===== config.mk =====
export PLATFORM = sky130hd
export DESIGN_NAME = mux_2x1_rr_arbiter
export DESIGN_NICKNAME = d
export VERILOG_FILES = /design/src/rtl/mux_2x1_rr_arbiter_pkg.sv /design/src/rtl/mux_2x1_comb.sv /design/src/rtl/mux_2x1_rr_arbiter.sv
export SDC_FILE = /design/constraint.sdc
export NUM_CORES = 1
export LEC_CHECK = 0
export ABC_AREA = 1
export BUFFER_PORTS_ARGS = -buffer_cell sky130_fd_sc_hd__buf_2
export CAP_MARGIN = 20
export CORE_AREA = 3 3 75 77
export CTS_BUF_LIST = sky130_fd_sc_hd__clkbuf_4 sky130_fd_sc_hd__clkbuf_8 sky130_fd_sc_hd__clkbuf_16
export DETAILED_ROUTE_END_ITERATION = 12
export DIE_AREA = 0 0 78 80
export PLACE_DENSITY = 0.76
export SYNTH_ARGS = -nofsm -noshare
export SYNTH_HDL_FRONTEND = slang
export SYNTH_SLANG_ARGS = --single-unit

===== constraint.sdc =====
create_clock -name clk -period 2.1 [get_ports clk]
set_input_delay 0.21 -clock clk [delete_from_list [all_inputs] [get_ports clk]]
set_output_delay 0.21 -clock clk [all_outputs]
set_load 0.02 [all_outputs]

===== src/rtl/mux_2x1_rr_arbiter_pkg.sv =====
// ============================================================================
// Module  : mux_2x1_rr_arbiter_pkg
// Brief   : Shared FSM encodings and mux command constants for the 2:1 merge arbiter.
// Revision: 1.0 - initial release
// ============================================================================
`default_nettype none

package mux_2x1_rr_arbiter_pkg;

    typedef enum logic [1:0] {
        ST_IDLE    = 2'd0,
        ST_HOLD_LO = 2'd1,
        ST_HOLD_HI = 2'd2
    } state_t;

    localparam logic CMD_LOW  = 1'b0;
    localparam logic CMD_HIGH = 1'b1;

    // One-hot grant vector for a single branch index.
    function automatic logic [1:0] branch_onehot(input logic branch);
        return (branch == CMD_HIGH) ? 2'b10 : 2'b01;
    endfunction

endpackage

`default_nettype wire


===== src/rtl/mux_2x1_comb.sv =====
// ============================================================================
// Module  : mux_2x1_comb
// Brief   : Combinational 2:1 flit selector; drives zero unless enabled on a valid branch.
// Revision: 1.0 - initial release
// ============================================================================
`default_nettype none

module mux_2x1_comb
    import mux_2x1_rr_arbiter_pkg::*;
#(
    parameter int DATA_WIDTH    = 32,
    parameter int COMMAND_WIDTH = 1
) (
    input  logic [1:0]              i_valid,
    input  logic                    i_en,
    input  logic [COMMAND_WIDTH-1:0] i_cmd,
    input  logic [2*DATA_WIDTH-1:0] i_data_bus,
    output logic [DATA_WIDTH-1:0]   o_data
);

    logic sel;

    assign sel = i_cmd[0];

    always_comb begin
        o_data = '0;
        if (i_en && i_valid[sel]) begin
            o_data = (sel == CMD_HIGH) ? i_data_bus[2*DATA_WIDTH-1:DATA_WIDTH]
                                       : i_data_bus[DATA_WIDTH-1:0];
        end
    end

endmodule

`default_nettype wire


===== src/rtl/mux_2x1_rr_arbiter.sv =====
// ============================================================================
// Module  : mux_2x1_rr_arbiter
// Brief   : Round-robin 2:1 merge arbiter with bounded burst and 1-entry output stage.
// Revision: 1.0 - initial release
// ============================================================================
`default_nettype none

module mux_2x1_rr_arbiter
    import mux_2x1_rr_arbiter_pkg::*;
#(
    parameter int DATA_WIDTH    = 32,
    parameter int COMMAND_WIDTH = 1,
    parameter int MAX_BURST     = 4,
    parameter int CNT_WIDTH     = 3
) (
    input  logic                     clk,
    input  logic                     rst,
    input  logic                     i_en,
    input  logic [1:0]               i_valid,
    input  logic [2*DATA_WIDTH-1:0]  i_data_bus,
    output logic [1:0]               o_ready,
    output logic                     o_valid,
    output logic [DATA_WIDTH-1:0]    o_data_bus,
    input  logic                     i_ready,
    output logic                     o_mux_en,
    output logic [COMMAND_WIDTH-1:0] o_mux_cmd,
    output logic                     o_last_grant
);

    localparam logic [CNT_WIDTH-1:0] BURST_MAX = CNT_WIDTH'(MAX_BURST);

    state_t               state;
    state_t               next_state;
    logic [CNT_WIDTH-1:0] burst_cnt;
    logic [CNT_WIDTH-1:0] next_cnt;
    logic                 next_last;
    logic [1:0]           grant;
    logic                 load;
    logic                 accept;
    logic                 capped;
    logic [DATA_WIDTH-1:0] mux_data;

    // Reset gates load so nothing is handshaken in a reset cycle.
    assign load   = i_en & ~rst & (~o_valid | i_ready);
    assign accept = load & (|grant);
    assign capped = (burst_cnt >= BURST_MAX);

    assign o_ready  = load ? grant : 2'b00;
    assign o_mux_en = accept;

    always_comb begin
        o_mux_cmd    = '0;
        o_mux_cmd[0] = grant[1];
    end

    always_comb begin
        grant = 2'b00;
        case (state)
            ST_HOLD_LO: begin
                if (i_valid[0] && (!capped || !i_valid[1])) grant = 2'b01;
                else if (i_valid[1])                         grant = 2'b10;
            end
            ST_HOLD_HI: begin
                if (i_valid[1] && (!capped || !i_valid[0])) grant = 2'b10;
                else if (i_valid[0])                         grant = 2'b01;
            end
            default: begin
                case (i_valid)
                    2'b01:   grant = 2'b01;
                    2'b10:   grant = 2'b10;
                    2'b11:   grant = branch_onehot(~o_last_grant);
                    default: grant = 2'b00;
                endcase
            end
        endcase
    end

    always_comb begin
        next_state = state;
        next_cnt   = burst_cnt;
        next_last  = o_last_grant;
        if (accept) begin
            next_state = grant[1] ? ST_HOLD_HI : ST_HOLD_LO;
            next_last  = grant[1];
            if (grant[1] == o_last_grant)
                next_cnt = capped ? BURST_MAX : burst_cnt + 1'b1;
            else
                next_cnt = CNT_WIDTH'(1);
        end else if (i_en && (grant == 2'b00)) begin
            // Nobody requesting: release the hold so a fresh burst starts at 1.
            next_state = ST_IDLE;
            next_cnt   = '0;
        end
    end

    always_ff @(posedge clk) begin
        if (rst) begin
            state        <= ST_IDLE;
            burst_cnt    <= '0;
            o_last_grant <= 1'b1;
        end else begin
            state        <= next_state;
            burst_cnt    <= next_cnt;
            o_last_grant <= next_last;
        end
    end

    mux_2x1_comb #(
        .DATA_WIDTH    (DATA_WIDTH),
        .COMMAND_WIDTH (COMMAND_WIDTH)
    ) u_mux (
        .i_valid    (grant),
        .i_en       (o_mux_en),
        .i_cmd      (o_mux_cmd),
        .i_data_bus (i_data_bus),
        .o_data     (mux_data)
    );

    always_ff @(posedge clk) begin
        if (rst) begin
            o_valid    <= 1'b0;
            o_data_bus <= '0;
        end else if (accept) begin
            o_valid    <= 1'b1;
            o_data_bus <= mux_data;
        end else if (o_valid && i_ready) begin
            o_valid    <= 1'b0;
            o_data_bus <= '0;
        end
    end

endmodule

`default_nettype wire


# --- Yosys cells after proc, flatten, opt, wreduce, memory -nomap -nowiden ---
# Cells that the tools add are included.
word_totals:
  regBits: 39
  in_bits: 70
classes:
  n_lt_le_gt_ge: 2
  n_bitwise: 6
  add_sub_neg: 1
  n_eq_ne: 6
  mux: 23
  reduce_logical: 14
op_table:
  columns: ["operator", "n"]
  rows:
  - ["32-bit 2-to-1 mux", 4]
  - ["2-bit 2-to-1 mux", 8]
  - ["3-bit 2-to-1 mux", 4]
  - ["2-bit == test, second input constant", 3]
  - ["2-bit case mux with 3 select lines", 1]
  - ["1-bit logical AND", 5]
  - ["1-bit 2-to-1 mux", 5]
  - ["2-bit by 1-bit == test with 1-bit output, second input constant", 2]
  - ["2-bit case mux with 2 select lines", 1]
  - ["2-bit nonzero test", 2]
  - ["3-bit by 1-bit adder with 3-bit output, second input constant", 1]
  - ["1-bit bitwise AND", 3]
  - ["3-bit greater-or-equal comparator, second input constant", 1]
  - ["1-bit logical NOT", 3]
  - ["2-bit logical NOT", 1]
  - ["1-bit logical OR", 2]
  - ["1-bit by 2-bit < comparator with 1-bit output, second input constant", 1]
  - ["1-bit inverter", 2]
  - ["2-bit OR reduction", 1]
  - ["1-bit == test", 1]
  - ["1-bit OR", 1]

# --- Longest topological paths before layout ---
# Gate-level depths: netlist of the first run.
logic_depth:
  depth_word: 11
  ltp_mapped: 13
  mapped_depth_nobuf: 12

# --- Cells and area by module ---
# From an unflattened synthesis of the first run, not the netlist that was laid out.
unflattened:
  hier_cells: 431
  hier_area_um2: 2792.7
modules_own_cells:
  columns: ["module", "cells_each", "instances", "area_per_inst_um2"]
  rows:
  - ["mux_2x1_rr_arbiter", 223, 1, 1958.1]
  - ["mux_2x1_comb", 208, 1, 834.6]

# --- Worst setup path before layout of the first run ---
# No wires, ideal clock.
synth_path:
  path_type: "reg2reg"
  startpoint: "register state[0]"
  endpoint: "register o_data_bus[11]"
  arrival_ns: 1.561
  setup_time_ns: 0.071
  setup_slack_ns: 0.468
  period_less_slack_ns: 1.632
  required_time_ns: 2.029
  path_buffers: 2
  stages_incl_launch_ff: 12
  cell_sequence: "dfxtp_1 inv_1 ha_1 inv_1 nand3_4 nand2_4 buf_6 nand2_4 nand2_8 buf_8 nand3_2 a21oi_2"
synth_between:
  elab_chain_cells: 7
synth_lines:
  columns: ["element", "line_no", "text"]
  rows:
  - ["start, declared", "mux_2x1_rr_arbiter.sv:32", "state_t state;"]
  - ["start signal, assigned", "mux_2x1_rr_arbiter.sv:102", "state <= next_state;"]
  - ["2-bit == test or 2-bit by 1-bit == test with 1-bit output (tied branches)", "mux_2x1_rr_arbiter.sv:58", "case (state)"]
  - ["2-bit case mux with 2 select lines (*)", "mux_2x1_rr_arbiter.sv:58", null]
  - ["2-bit OR reduction or 1-bit 2-to-1 mux (tied branches)", "mux_2x1_rr_arbiter.sv:45, mux_2x1_comb.sv:27", null]
  - ["1-bit bitwise AND or 1-bit 2-to-1 mux (tied branches)", "mux_2x1_rr_arbiter.sv:45, mux_2x1_comb.sv:27", null]
  - ["1-bit logical AND", "mux_2x1_comb.sv:27", "if (i_en && i_valid[sel]) begin"]
  - ["32-bit 2-to-1 mux", "mux_2x1_comb.sv:27", null]
  - ["32-bit 2-to-1 mux", "mux_2x1_rr_arbiter.sv:123", "end else if (accept) begin"]
  - ["end signal, assigned", "mux_2x1_rr_arbiter.sv:125", "o_data_bus <= mux_data;"]
  - ["end, declared", "mux_2x1_rr_arbiter.sv:23", "output logic [DATA_WIDTH-1:0] o_data_bus,"]
# Mark *: on every way between the ends. The rest lies on a longest branch, timed or not. The select of a mux whose other input is x is not followed.
# A chain may end at the register's enable or synchronous reset.

# --- Final worst setup path of the first run ---
layout_path:
  startpoint: "register state[0]"
  endpoint: "output o_mux_cmd"
layout_between:
  elab_chain_cells: 2
layout_lines:
  columns: ["element", "line_no", "text"]
  rows:
  - ["2-bit == test or 2-bit by 1-bit == test with 1-bit output (tied branches)", "mux_2x1_rr_arbiter.sv:58", null]
  - ["2-bit case mux with 2 select lines (*)", "mux_2x1_rr_arbiter.sv:58", null]
  - ["end, declared", "mux_2x1_rr_arbiter.sv:26", "output logic [COMMAND_WIDTH-1:0] o_mux_cmd,"]
# Mark *: on every way between the ends. The rest lies on a longest branch, timed or not.

==> results of run 1 <==
per-stage QoR:
step / std cells / utilization / setup WS (ns) / total power [mW] / area, um2
after floorplan: 325 / - / 0.468 / 1.64 / 2310
after global placement: 485 / 0.557 / 0.199 / 1.85 / 2830
after detailed placement: 485 / 0.557 / 0.123 / 1.87 / 2830
after CTS: 493 / 0.582 / 0.0551 / 2.52 / 2950
after global routing: 496 / 0.589 / -0.0148 / 2.69 / 2990
final: 496 / 0.589 / 0.112 / 2.51 / 2990
area by class of cell:
type	instances	area (um2)
clock buffer	6	82.6
clock inverter	2	35.0
fill	504	2080
inverter	15	63.8
multi-input combinational	251	1340
sequential	39	781
tap	70	87.6
timing repair buffer	113	597
metal layers:
metal | wire length [um] | share of wire | vias up
met4 | 99 | 0.017 | 0
met2 | 2640 | 0.46 | 87
li1 | - | - | 1239
met5 | 0 | 0 | -
met3 | 460 | 0.081 | 10
met1 | 2510 | 0.44 | 1025
how the worst max path moves through the flow:
stage                          end  slack, ns  depth (start not counted)
floorplan           o_data_bus[11]       0.47                         11
global placement         o_mux_cmd       0.20                          7
detailed placement       o_mux_cmd       0.12                          7
CTS                      o_mux_cmd       0.06                          7
global route             o_mux_cmd      -0.01                          7
finish                   o_mux_cmd       0.11                          7
cell usage in the layout, fill, tap and decap left out:
cell,count
nand2_1,147
buf_2,107
dfxtp_1,39
nand3_1,28
nand3_2,21
a21oi_2,20
a21oi_1,16
inv_1,13
clkbuf_8,6
ha_1,4
buf_4,4
nor2_1,2
nand2_2,2
nand2_8,2
nand2_4,2
o21ai_0,2
or2_2,2
inv_2,1
nor2_2,1
nand3_4,1
inv_8,1
o211ai_1,1
bufinv_16,1
clkinv_2,1
buf_12,1
buf_6,1
worst max-delay path, delay by kind of cell, from the launching register on:
kind                       cells  cell delay (ns)
adders and majority gates      1             0.32
buffers and inverters          4             0.54
DFF                            1             0.36
and+or+nand+nor                2             0.25
cell families after synthesis:
group / after synthesis / synth area share
adder cells (fa/ha/maj): 4 / 0.0217
AND/OR/NAND/NOR: 208 / 0.435
flip-flops: 39 / 0.338
AO/OA/AOI/OAI: 39 / 0.118
buffers and inverters: 35 / 0.0862
timing repair:
item | in CTS | in global routing
pin swaps | 0 | 1
hold endpoints to repair | 0 | 0
setup endpoints to repair | 2 | 6
buffers inserted | 0 | 3
gates resized for setup | 3 | 3
state kept, by name, summed over array words and instances, names as in the netlist:
name          cells
o_data_bus       32
state             2
o_valid           1
burst_cnt         3
o_last_grant      1
where the power goes:
part	switching [mW]	leakage [nW]	total [mW]	internal, mW
Sequential	0.0559	0.318	0.881	0.825
Clock	0.256	0.0612	0.640	0.384
Combinational	0.638	1.13	0.993	0.355
Total	0.949	1.51	2.51	1.56
==> reports/qor.yml, run 1 <==
syn_to_final_growth_pct: 29.6
holdBufCountCts: 0
finalCriticalPeriod_ns: 1.99
clk_pin_slew_ns: 0.07
yosysSeqAreaShare: 0.338
wl_per_cell_um: 11.5
antennaDiodeCount: 0
die_w_um: 78
slowest_stage: "dfxtp_1"
synth.distinct_cells: 23
grt_util_met2: 0.316
yosys_most_used_dff: "dfxtp_1"
finalWirelength_um: 5710
clock_latency_ns: 0.29
grt_pass1_wl_um: 9290
cts_buffer_depth: 2
setup_tns_ns: 0
use_met1: 0.217
core_area_mm2: 0.00507
reg2reg_slack_ns: 0.22
drtIter0Drc: 123
finalHoldViolCount: 0
p_per_area_mw_per_mm2: 841
fmax_ghz: 0.503
r2r_end: "burst_cnt[1]"
syn_nets: 399
cap_viol_max_count: 0
gr-usage-met3: 0.0553
die_y_um: 80
cpPeakStageDelay_ns: 0.36
path_common_cell: "inv_1"
min_to: "o_last_grant"
ir_drop_mv: 0.375
synth_top_cell_by_area: "dfxtp_1"
ys_top_cells_by_count: "148 x nand2_1, 39 x dfxtp_1, 28 x nand3_1"
cp.arrival_ns: 1.78
die_area_mm2: 0.00624
cts_tree: "yes"
startpoint_type: "flip-flop"
final_nets: 499
num_rows: 26
io_pins: 108
async_flop_share: 0
critical_path.startpoint: "state[0]"
setup_viol: 0
syn_area_mm2: 0.00231
postSynthCellCount: 325
avgSynthCellArea_um2: 7.10
crit_required_ns: 1.89
worst_clock_skew_ns: 0.00487
rsz0062_at_grt: "yes"
start_util: 0.455
relSlewSlack: 0.444
post-synth-top-count-cell: "nand2_1"
worstRegToRegCells: 10
vias: 2361
drive_gt1_frac: 0.408
timing.final.crit_share: 0.946
synth_top_area_frac: 0.338
min_path_type: "in -> reg"
grt_overflow_total: 0
timing.rr.start: "state[0]"
dp_hpwl_um: 4110
ys_ff_latch: 39
globalplace.congestion: 0.826
whs_ns: 0.164
antenna_found_initial: 0
drc: 0
cts.sinks: 39
drtAntennaViolNets: 0
outcome: "complete, no violations"
synth_warnings: 0
worst_pin_slew_ns: 0.831
end_kind: "output port"
cts_buffers: 5
cp_max_fo: 33
avgViaCountPerCell: 4.76
cts_root_buf: "clkbuf_8"
slew_viol_final: 0
worstHoldPathCells: 3
hold_start: "rst"
htree_levels: 2
grt_usage: 0.184
crit_type: "reg -> out"
grt_pass1_vias: 2130
synth_area_leaders: "dfxtp_1 34%, nand2_1 24%, nand3_2 9.1%"
synth-edff-count: 0
p_leak_nw: 1.51
io_buffers: 107
grt_max_degree: 38
crit_chain: "inv_1 > ha_1 > inv_1 > nand3_4 > nand2_4 > inv_8 > buf_2"
dr.pass1.iters: 4
grt-busiest-layer: "met2"
Note: power is estimated with default switching activity, not from simulation.
==> run 2, diff against run 1 <==
--- a/config.mk
+++ b/config.mk
@@ -12,7 +12,7 @@
 export CTS_BUF_LIST = sky130_fd_sc_hd__clkbuf_4 sky130_fd_sc_hd__clkbuf_8 sky130_fd_sc_hd__clkbuf_16
 export DETAILED_ROUTE_END_ITERATION = 12
 export DIE_AREA = 0 0 78 80
-export PLACE_DENSITY = 0.76
+export PLACE_DENSITY_LB_ADDON = 0.25
 export SYNTH_ARGS = -nofsm -noshare
 export SYNTH_HDL_FRONTEND = slang
 export SYNTH_SLANG_ARGS = --single-unit
==> reports/qor.yml, run 2 (synthesized netlist as in run 1, its figures left out) <==
worst_clock_skew_ns: 0.00202  # -0.00285 ns
timing.rr.start: "state[0]"
start_util: 0.455  # unchanged
cts_tree: "yes"
cp.arrival_ns: 1.78  # about the same
avgViaCountPerCell: 4.69  # -1.4%
die_y_um: 80  # unchanged
p_leak_nw: 1.50  # -0.32%
drtAntennaViolNets: 0  # unchanged
fmax_ghz: 0.504  # about the same
startpoint_type: "flip-flop"
htree_levels: 2  # unchanged
cts.sinks: 39  # unchanged
die_w_um: 78  # unchanged
largest_register: "o_data_bus"
timing.final.crit_share: 0.946  # about the same
p_per_area_mw_per_mm2: 843  # +0.24%
cts_buffers: 5  # unchanged
wl_per_cell_um: 11.7  # +1.4%
outcome: "complete, no violations"
vias: 2323  # -1.6%
finalWirelength_um: 5780  # +1.2%
drive_gt1_frac: 0.407  # -0.00139
syn_to_final_growth_pct: 29.2
grt_pass1_wl_um: 9780  # +5.4%
relSlewSlack: 0.652  # +0.209
antenna_found_initial: 0  # unchanged
antennaDiodeCount: 0  # unchanged
finalHoldViolCount: 0  # unchanged
critical_path.startpoint: "state[0]"
dp_hpwl_um: 4150  # +0.84%
drc: 0  # unchanged
worst_pin_slew_ns: 0.521  # -0.310 ns
layout_common_cells: "147 x nand2_1, 107 x buf_2, 39 x dfxtp_1"
largest_reg_flops: 32  # unchanged
setup_viol: 0  # unchanged
cap_viol_max_count: 0  # unchanged
top_regs: "o_data_bus: 32 flops, burst_cnt: 3 flops, state: 2 flops"
setup_tns_ns: 0  # unchanged
cts_setup_buffers: 0  # unchanged
cts_buffer_depth: 2  # unchanged
cts_root_buf: "clkbuf_8"
grt_pass1_vias: 2152  # +1.0%
end_kind: "output port"
grt_overflow_total: 0  # unchanged
crit_required_ns: 1.89  # about the same
slew_viol_final: 0  # unchanged
clk_pin_slew_ns: 0.08  # about the same
rsz0062_at_grt: "yes"
core_area_mm2: 0.00507  # unchanged
grt_usage: 0.196  # +0.0115
io_pins: 108  # unchanged
clock_latency_ns: 0.29  # about the same
io_buffers: 107  # unchanged
globalplace.congestion: 0.907  # +9.9%
p_total_mw: 2.51  # about the same
grt_max_degree: 38  # unchanged
min_path_type: "in -> reg"
ir_drop_mv: 0.464  # +24%
finalCriticalPeriod_ns: 1.99  # -0.00163 ns
final_common_cell: "nand2_1"
crit_type: "reg -> out"
cp_max_fo: 13  # -61%
final_nets: 498  # -0.20%
num_rows: 26  # unchanged
hold_start: "rst"
drtIter0Drc: 90  # -27%
die_area_mm2: 0.00624  # unchanged
dr.pass1.iters: 4  # unchanged
-- run 2: per-layer routing --
layer	vias up	GRT usage	wire length [um]
li1	1232	-	-
met1	999	0.249	2590
met2	85	0.316	2660
met3	7	0.0587	446
met4	0	0.0664	75
met5	-	0	0
-- run 2: critical path, cell delays in order (launching register included) --
cell,delay [ns]
dfxtp_1,0.36
inv_1,0.05
ha_1,0.32
inv_1,0.09
nand3_1,0.12
nand3_1,0.14
nand2_4,0.20
buf_2,0.20
-- run 2: final cells by class --
| class | count | area, um2 |
|---|---|---|
| Tap cell | 70 | 87.6 |
| Inverter | 15 | 61.3 |
| Fill cell | 492 | 2090 |
| Sequential cell | 39 | 781 |
| Multi-Input combinational cell | 251 | 1340 |
| Clock inverter | 2 | 35.0 |
| Timing Repair Buffer | 112 | 598 |
| Clock buffer | 6 | 82.6 |
-- run 2: what timing repair did --
action | CTS | global route
cloned | 0 | 0
hold buffers | 0 | 0
endpoints found under the setup margin | 1 | 2
resized for setup | 1 | 2
-- run 2: final timing paths --
kind / endpoint / slack [ns] / cells past startpoint
setup / recovery: o_mux_en / 0.11 / 7
hold / removal: o_last_grant / 0.16 / 3
setup reg to reg: state[0] / 0.17 / 9
hold reg to reg: o_data_bus[21] / 0.47 / 2
-- run 2: stage by stage --
stage | hold slack [ns] | utilization | setup WS (ns) | instance area, um2 | cells
3_3_place_gp | 0.459 | 0.562 | 0.255 | 2850 | 487
4_1_cts | 0.152 | 0.586 | 0.00731 | 2970 | 495
3_5_place_dp | 0.458 | 0.562 | 0.185 | 2850 | 487
2_1_floorplan | 0.334 | - | 0.468 | 2310 | 325
5_1_grt | 0.172 | 0.587 | -0.0272 | 2980 | 495
6_report | 0.160 | 0.587 | 0.114 | 2980 | 495
-- run 2: power breakdown --
part           internal [mW]  leakage [nW]  switching (mW)  total, mW
sequential             0.825         0.318          0.0562      0.881
clock                  0.385        0.0612           0.269      0.654
combinational          0.347          1.12           0.629      0.977
